## src/rtl/csrhgei.sv

```systemverilog
// csrhgei: guest-external-interrupt unit for the hypervisor CSR space.
// Owns hgeip (0xE12, read-only) and hgeie (0x607). It synchronises GEILEN
// guest interrupt lines, captures each one as level or edge, and drives
// mip.SGEIP and the VGEIN-selected hip.VSEIP contribution.
// The XLEN / M_MODE / S_MODE fields of the core configuration are passed in
// as scalar parameters so this block elaborates without the config package.
module csrhgei #(
    parameter int                XLEN        = 64,
    parameter logic [1:0]        M_MODE      = 2'b11,
    parameter logic [1:0]        S_MODE      = 2'b01,
    parameter int                GEILEN      = 4,
    parameter int                SYNC_STAGES = 2,
    parameter logic [GEILEN-1:0] EDGE_MASK   = '0
) (
    input  logic              clk,
    input  logic              reset,
    input  logic [GEILEN-1:0] GEIRawM,
    input  logic              CSRHWriteM,
    input  logic [11:0]       CSRAdrM,
    input  logic [XLEN-1:0]   CSRWriteValM,
    input  logic [1:0]        PrivilegeModeW,
    input  logic              VirtModeW,
    input  logic [5:0]        VGEIN,
    input  logic              GEIClaimM,
    output logic [XLEN-1:0]   CSRHGEIReadValM,
    output logic              CSRHGEIHitM,
    output logic              IllegalCSRHGEIAccessM,
    output logic              SGEIPM,
    output logic              VSEIPGuestM
);

    localparam logic [11:0] ADR_HGEIE = 12'h607;
    localparam logic [11:0] ADR_HGEIP = 12'hE12;

    // Mask of the implemented hgeie/hgeip bits [GEILEN:1].
    function automatic logic [XLEN-1:0] impl_mask();
        logic [XLEN-1:0] m;
        m = '0;
        for (int b = 1; b <= GEILEN; b++) m[b] = 1'b1;
        return m;
    endfunction
    localparam logic [XLEN-1:0] IMPL_MASK = impl_mask();

    logic [GEILEN:1] r_hgeie;
    logic [GEILEN:1] w_hgeip;
    logic            w_hit_hgeie;
    logic            w_hit_hgeip;
    logic            w_legal;
    logic            w_we_hgeie;
    logic [XLEN-1:0] w_hgeie_x;
    logic [XLEN-1:0] w_hgeip_x;
    logic            w_unused_wdata;

    // ------------------------------------------------------------------
    // Address decode and access legality
    // ------------------------------------------------------------------
    assign w_hit_hgeie = (CSRAdrM == ADR_HGEIE);
    assign w_hit_hgeip = (CSRAdrM == ADR_HGEIP);
    assign CSRHGEIHitM = w_hit_hgeie | w_hit_hgeip;

    // Only M-mode and HS-mode (S with V=0) may touch these registers.
    assign w_legal = (PrivilegeModeW == M_MODE) |
                     ((PrivilegeModeW == S_MODE) & ~VirtModeW);

    // hgeip is read-only, so any write to it is illegal even from M-mode.
    assign IllegalCSRHGEIAccessM = CSRHGEIHitM &
                                   (~w_legal | (CSRHWriteM & w_hit_hgeip));

    assign w_we_hgeie = CSRHWriteM & w_legal & w_hit_hgeie;

    // Write data outside [GEILEN:1] is deliberately ignored.
    assign w_unused_wdata = ^(CSRWriteValM & ~IMPL_MASK);

    // ------------------------------------------------------------------
    // hgeie enable register
    // ------------------------------------------------------------------
    // Register the writable enable bits; bit 0 and upper bits stay zero.
    always_ff @(posedge clk) begin
        if (reset) begin
            r_hgeie <= '0;
        end else if (w_we_hgeie) begin
            r_hgeie <= CSRWriteValM[GEILEN:1];
        end
    end

    // ------------------------------------------------------------------
    // Per-channel synchroniser and pending capture
    // ------------------------------------------------------------------
    genvar gi;
    generate
        for (gi = 1; gi <= GEILEN; gi++) begin : g_ch
            localparam bit IS_EDGE = EDGE_MASK[gi-1];

            logic [SYNC_STAGES-1:0] r_sync;
            logic                   r_prev;
            logic                   r_pend;
            logic                   w_sync;
            logic                   w_rise;
            logic                   w_clr;

            // Shift the asynchronous line through the synchroniser chain.
            always_ff @(posedge clk) begin
                if (reset) begin
                    r_sync <= '0;
                end else begin
                    r_sync[0] <= GEIRawM[gi-1];
                    for (int s = 1; s < SYNC_STAGES; s++) begin
                        r_sync[s] <= r_sync[s-1];
                    end
                end
            end

            assign w_sync = r_sync[SYNC_STAGES-1];
            assign w_rise = w_sync & ~r_prev;
            assign w_clr  = GEIClaimM & (VGEIN == 6'(gi));

            // Track the previous synchronised value and update the pending bit;
            // for edge channels a new rising edge wins over a simultaneous claim.
            always_ff @(posedge clk) begin
                if (reset) begin
                    r_prev <= 1'b0;
                    r_pend <= 1'b0;
                end else begin
                    r_prev <= w_sync;
                    if (IS_EDGE) begin
                        r_pend <= w_rise | (r_pend & ~w_clr);
                    end else begin
                        r_pend <= w_sync;
                    end
                end
            end

            assign w_hgeip[gi] = r_pend;
        end
    endgenerate

    // ------------------------------------------------------------------
    // Interrupt outputs
    // ------------------------------------------------------------------
    assign SGEIPM = |(w_hgeip & r_hgeie);

    // Select the pending bit of the guest named by VGEIN; out-of-range is 0.
    always_comb begin
        VSEIPGuestM = 1'b0;
        for (int c = 1; c <= GEILEN; c++) begin
            if (VGEIN == 6'(c)) VSEIPGuestM = w_hgeip[c];
        end
    end

    // ------------------------------------------------------------------
    // CSR read mux
    // ------------------------------------------------------------------
    // Zero-extend the registers into XLEN and gate read data on a legal hit.
    always_comb begin
        w_hgeie_x           = '0;
        w_hgeip_x           = '0;
        w_hgeie_x[GEILEN:1] = r_hgeie;
        w_hgeip_x[GEILEN:1] = w_hgeip;
        CSRHGEIReadValM     = '0;
        if (!IllegalCSRHGEIAccessM) begin
            if (w_hit_hgeie)      CSRHGEIReadValM = w_hgeie_x;
            else if (w_hit_hgeip) CSRHGEIReadValM = w_hgeip_x;
        end
    end

endmodule

```

## config.mk

```make
export PLATFORM = sky130hd
export DESIGN_NAME = csrhgei
export DESIGN_NICKNAME = d
export VERILOG_FILES = /design/src/rtl/csrhgei.sv
export SDC_FILE = /design/constraint.sdc
export NUM_CORES = 1
export LEC_CHECK = 0
export CORE_UTILIZATION = 27
export DETAILED_ROUTE_END_ITERATION = 10
export GPL_TIMING_DRIVEN = 0
export HOLD_SLACK_MARGIN = 0.1
export PLACE_DENSITY = 0.86
export SETUP_SLACK_MARGIN = 0.15
export SYNTH_ARGS = -nofsm -noshare
export SYNTH_HDL_FRONTEND = slang
export SYNTH_SLANG_ARGS = --single-unit
```

## constraint.sdc

```tcl
create_clock -name clk -period 4 [get_ports clk]
set_input_delay 0.8 -clock clk [delete_from_list [all_inputs] [get_ports clk]]
set_output_delay 0.8 -clock clk [all_outputs]
set_load 0.1 [all_outputs]
```

### Word level (Yosys, flattened, before mapping)

Cells that the tools add are included.

| word-level totals | value |
|---|---|
| word-level logic and storage cells | 36 |
| bits of input ports | 93 |
| bits in registers | 16 |

| cells by class | value |
|---|---|
| multiplexer cells | 7 |
| bitwise operators | 11 |
| equality and inequality tests | 8 |
| reductions and logical operators | 1 |

Operators with widths:

| cell | number |
|---|---|
| 5-bit two-way mux | 3 |
| 12-bit by 11-bit equality test with 1-bit output (second input constant) | 1 |
| 12-bit equality test (second input constant) | 1 |
| 6-bit by 2-bit equality test with 1-bit output (second input constant) | 2 |
| 6-bit by 1-bit equality test with 1-bit output (second input constant) | 1 |
| 6-bit by 3-bit equality test with 1-bit output (second input constant) | 1 |
| 1-bit bitwise AND | 5 |
| 4-bit bitwise AND | 1 |
| 1-bit two-way mux | 4 |
| 4-bit OR reduction | 1 |
| 1-bit OR | 3 |
| 2-bit by 1-bit equality test with 1-bit output (second input constant) | 1 |
| 2-bit equality test (second input constant) | 1 |
| 1-bit NOT | 2 |

### Longest topological paths before layout

Gate-level depths: netlist (run 1).

| depth | value |
|---|---|
| depth in word-level cells | 7 |
| mapped depth | 4 |
| mapped depth without buffers | 4 |

### Least setup slack after synthesis (run 1)

OpenSTA, ideal clock, no wires.

| path | value |
|---|---|
| path kind | input -> output |
| from | input CSRAdrM[5] |
| to | output CSRHGEIReadValM[1] |
| path slack | -0.768 ns |
| required time | 3.200 ns |
| path buffers | 0 |
| arrival time | 3.968 ns |
| stages on the path | 4 |
| cell sequence | nor4b_1 > nand2_1 > a21oi_1 > nor2_1 |

| between the ends | value |
|---|---|
| cells in the longest elaborated chain, start to end | 5 |

RTL lines:

| element | RTL line | RTL |
|---|---|---|
| start: declaration | 19 | `input logic [11:0] CSRAdrM,` |
| 12-bit equality test | 58 | `assign w_hit_hgeip = (CSRAdrM == ADR_HGEIP);` |
| 1-bit bitwise AND | 67 | `(~w_legal \| (CSRHWriteM & w_hit_hgeip));` |
| 1-bit OR | 67 |  |
| 1-bit bitwise AND (*) | 66 | `assign IllegalCSRHGEIAccessM = CSRHGEIHitM &` |
| via IllegalCSRHGEIAccessM | 27 | `output logic IllegalCSRHGEIAccessM,` |
| 5-bit two-way mux (*) | 160 | `if (!IllegalCSRHGEIAccessM) begin` |
| end: declaration | 25 | `output logic [XLEN-1:0] CSRHGEIReadValM,` |

The timed path passes the listed nets; every way through them passes the cells marked *.

### Worst setup path in the final report (run 1)

| path | value |
|---|---|
| from | input CSRAdrM[5] |
| to | output CSRHGEIReadValM[2] |

| between the ends | value |
|---|---|
| cells in the longest elaborated chain, start to end | 5 |

RTL lines:

| element | RTL line |
|---|---|
| 12-bit equality test | 58 |
| 1-bit bitwise AND | 67 |
| 1-bit OR | 67 |
| 1-bit bitwise AND | 66 |
| 5-bit two-way mux (*) | 160 |

Mark *: on every way between the ends. The rest lies on a longest branch, timed or not.

==> results of run 1 <==
## final cells by class
class / instances / share of cell area
Sequential cell: 16 / 0.163
Buffer: 61 / 0.235
Inverter: 2 / 0.00381
Multi-Input combinational cell: 122 / 0.338
Clock buffer: 4 / 0.0280
Tap cell: 52 / 0.0331
Timing Repair Buffer: 39 / 0.200
## stage by stage
| stage | setup WS (ps) | instances |
|---|---|---|
| 2_1_floorplan | 205 | 201 |
| 3_3_place_gp | -264 | 292 |
| 3_5_place_dp | -314 | 292 |
| 4_1_cts | 266 | 296 |
| 5_1_grt | 180 | 296 |
| 6_report | 278 | 296 |
## path summary, 6_finish.rpt
path	start	end	slack, ps	cells past startpoint
worst max-delay path	CSRAdrM[5]	CSRHGEIReadValM[2]	280	6
worst min-delay path	g_ch[1].r_sync[1]$_SDFF_PP0_	g_ch[1].r_pend$_SDFF_PP0_	430	1
worst max register to register	r_hgeie[3]$_SDFFE_PP0P_	r_hgeie[3]$_SDFFE_PP0P_	3340	2
worst min register to register	g_ch[1].r_sync[1]$_SDFF_PP0_	g_ch[1].r_pend$_SDFF_PP0_	430	1
## synthesized netlist by cell type
| cell type | n |
|---|---|
| buf_4 | 60 |
| dfxtp_1 | 16 |
| nor2b_1 | 13 |
| a21oi_1 | 7 |
| a22oi_1 | 6 |
| nand3_1 | 6 |
| o21ai_0 | 6 |
| nor2_1 | 5 |
| inv_1 | 2 |
| nand2_1 | 2 |
| nand2b_1 | 2 |
| nor4bb_1 | 2 |
| a2111oi_0 | 1 |
| a31o_2 | 1 |
| and2b_1 | 1 |
| and3_1 | 1 |
| buf_6 | 1 |
| conb_1 | 1 |
| nand4bb_1 | 1 |
| nand4bb_2 | 1 |
| nand4bb_4 | 1 |
| nor3_1 | 1 |
| nor3_2 | 1 |
| nor3_4 | 1 |
| nor4b_1 | 1 |
| o21bai_1 | 1 |
| or4b_4 | 1 |
## flip-flops by register name, summed over array words and instances (netlist names)
signal and cells:
r_hgeie 4, g_ch.r_sync 8, g_ch.r_pend 4
## layer usage
layer | wire (µm) | GRT usage
met1 | 967 | 0.113
met2 | 1210 | 0.175
met3 | 231 | 0.0436
met4 | 24 | 0.0272
met5 | 0 | 0
## report_power, final
group	switching [W]	total [W]	internal [W]
clock network	0.0000509	0.000138	0.0000872
registers	0.00000162	0.000166	0.000164
logic	0.000269	0.000345	0.0000768
## logic make-up (layout without fill, tap and decap cells)
group / count (synthesis) / count (layout) / synth area share
buffers and inverters: 63 / 106 / 0.384
and+or+nand+nor: 40 / 40 / 0.240
AOI/OAI and AO/OA: 22 / 22 / 0.111
other: 1 / 60 / 0.00307
DFF: 16 / 16 / 0.262
==> results.yml, run 1 <==
die:
  start_util: 0.280
  ios: 161
  rows: 24
  die_w_um: 69.3
  die_h_um: 69.3
  coreArea_um2: 4350
  dieArea_um2: 4800
logic_synthesis:
  syn-instance-count: 142
  ys_ff_latch: 16
  ys_seq_area_frac: 0.262
  synthTopCellsByArea: "buf_4, dfxtp_1, nor2b_1"
  synth_top_area_frac: 0.369
  yosys.area.top_type: "buf_4"
  ys_warn_count: 0
  synth.distinct_cells: 27
  synth.avg_cell_area_um2: 8.60
  syn_area_um2: 1220
sta:
  whs_ps: 433
  max-slew-margin-rel: 0.356
  worst_pin_slew_ps: 963
  max_clock_freq_mhz: 269
  drv_slew: 0
  finalHoldViolCount: 0
  period_share: 0.930
  setup_viol: 0
  setup_tns_ps: 0
  min_period_ps: 3720
  grt_setup_unrepaired: "no"
  finClkSkew_ps: 0.749
clock_network:
  cts_sinks: 16
  cts-resized-gates: 17
  clockBufferDepth: 2
  h-tree-depth: 1
  clockRootBuffer: "clkbuf_8"
  post-cts-setup-buffers: 0
  tritoncts: "built"
  clk_pin_slew_ps: 60
  cts_inserted_buffers: 3
  hold_buffers: 0
  clock_latency_ps: 240
worst_setup_path:
  max_stage_delay_ps: 570
  cp_max_fo: 8
  endpoint_kind: "output pin"
  crit_chain: "clkdlybuf4s50_1 -> or4b_4 -> nor3_4 -> a22oi_1 -> nor2_1 -> clkdlybuf4s15_2"
  critPathLaunchType: "primary input"
  crit_family: "simple AND/OR/NAND/NOR gates"
  worst_ep_arrival_time_ps: 2920
  critPathKind: "in -> out"
  cpMaxStageDelayCell: "or4b_4"
  cp_num_buf_inv: 2
  required_ps: 3200
final_layout:
  fillerInstances: 437
  post-route-util: 0.452
  num_antenna_cells: 0
  syn2layout_area_growth_pct: 61.2
  fin_nets: 338
  multi_input_area_um2: 664
  seq_area_um2: 320
  stdcell_area_um2: 1970
  drive_above_1_share: 0.316
  layout_common_cells: "buf_4, conb_1, clkdlybuf4s50_1"
min_path:
  min_path_type: "reg -> reg"
power:
  power.leakage_nw: 0.985
  p_per_area_nw_per_um2: 330
  power_w: 0.000649
  vdd_drop_max_mv: 0.132
outcome:
  status: "finished, final reports clean"
detailed_routing:
  drtPass1Iterations: 4
  avgViaCountPerCell: 3.57
  wl_per_cell_um: 8.23
  drc: 0
  drt_iter0_drc: 40
  num_vias: 1057
  drtAntennaViolNets: 0
  totalWireLength_um: 2440
global_route:
  antenna_found_initial: 0
  grt_pass1_vias: 931
  grt_pass1_wl_um: 4000
  grt_max_degree: 11
  grt_overflow_total: 0
  grt.total_usage: 0.101
job:
  maxCapViolCount: 0
placement:
  numPortBuffers: 39
  placed_cell_area_um2: 1910
  gp_congestion: 0.747
  place_hpwl_um: 2170
Power figures use the tool's default switching activity.
==> run 2: changes to the inputs <==
--- a/config.mk
+++ b/config.mk
@@ -7,6 +7,7 @@
 export LEC_CHECK = 0
 export CORE_UTILIZATION = 27
 export DETAILED_ROUTE_END_ITERATION = 10
+export GPL_ROUTABILITY_DRIVEN = 0
 export GPL_TIMING_DRIVEN = 0
 export HOLD_SLACK_MARGIN = 0.1
 export PLACE_DENSITY = 0.86
==> results of run 2 <==
No change in the layout: final DEF, timing and power equal those of run 1.
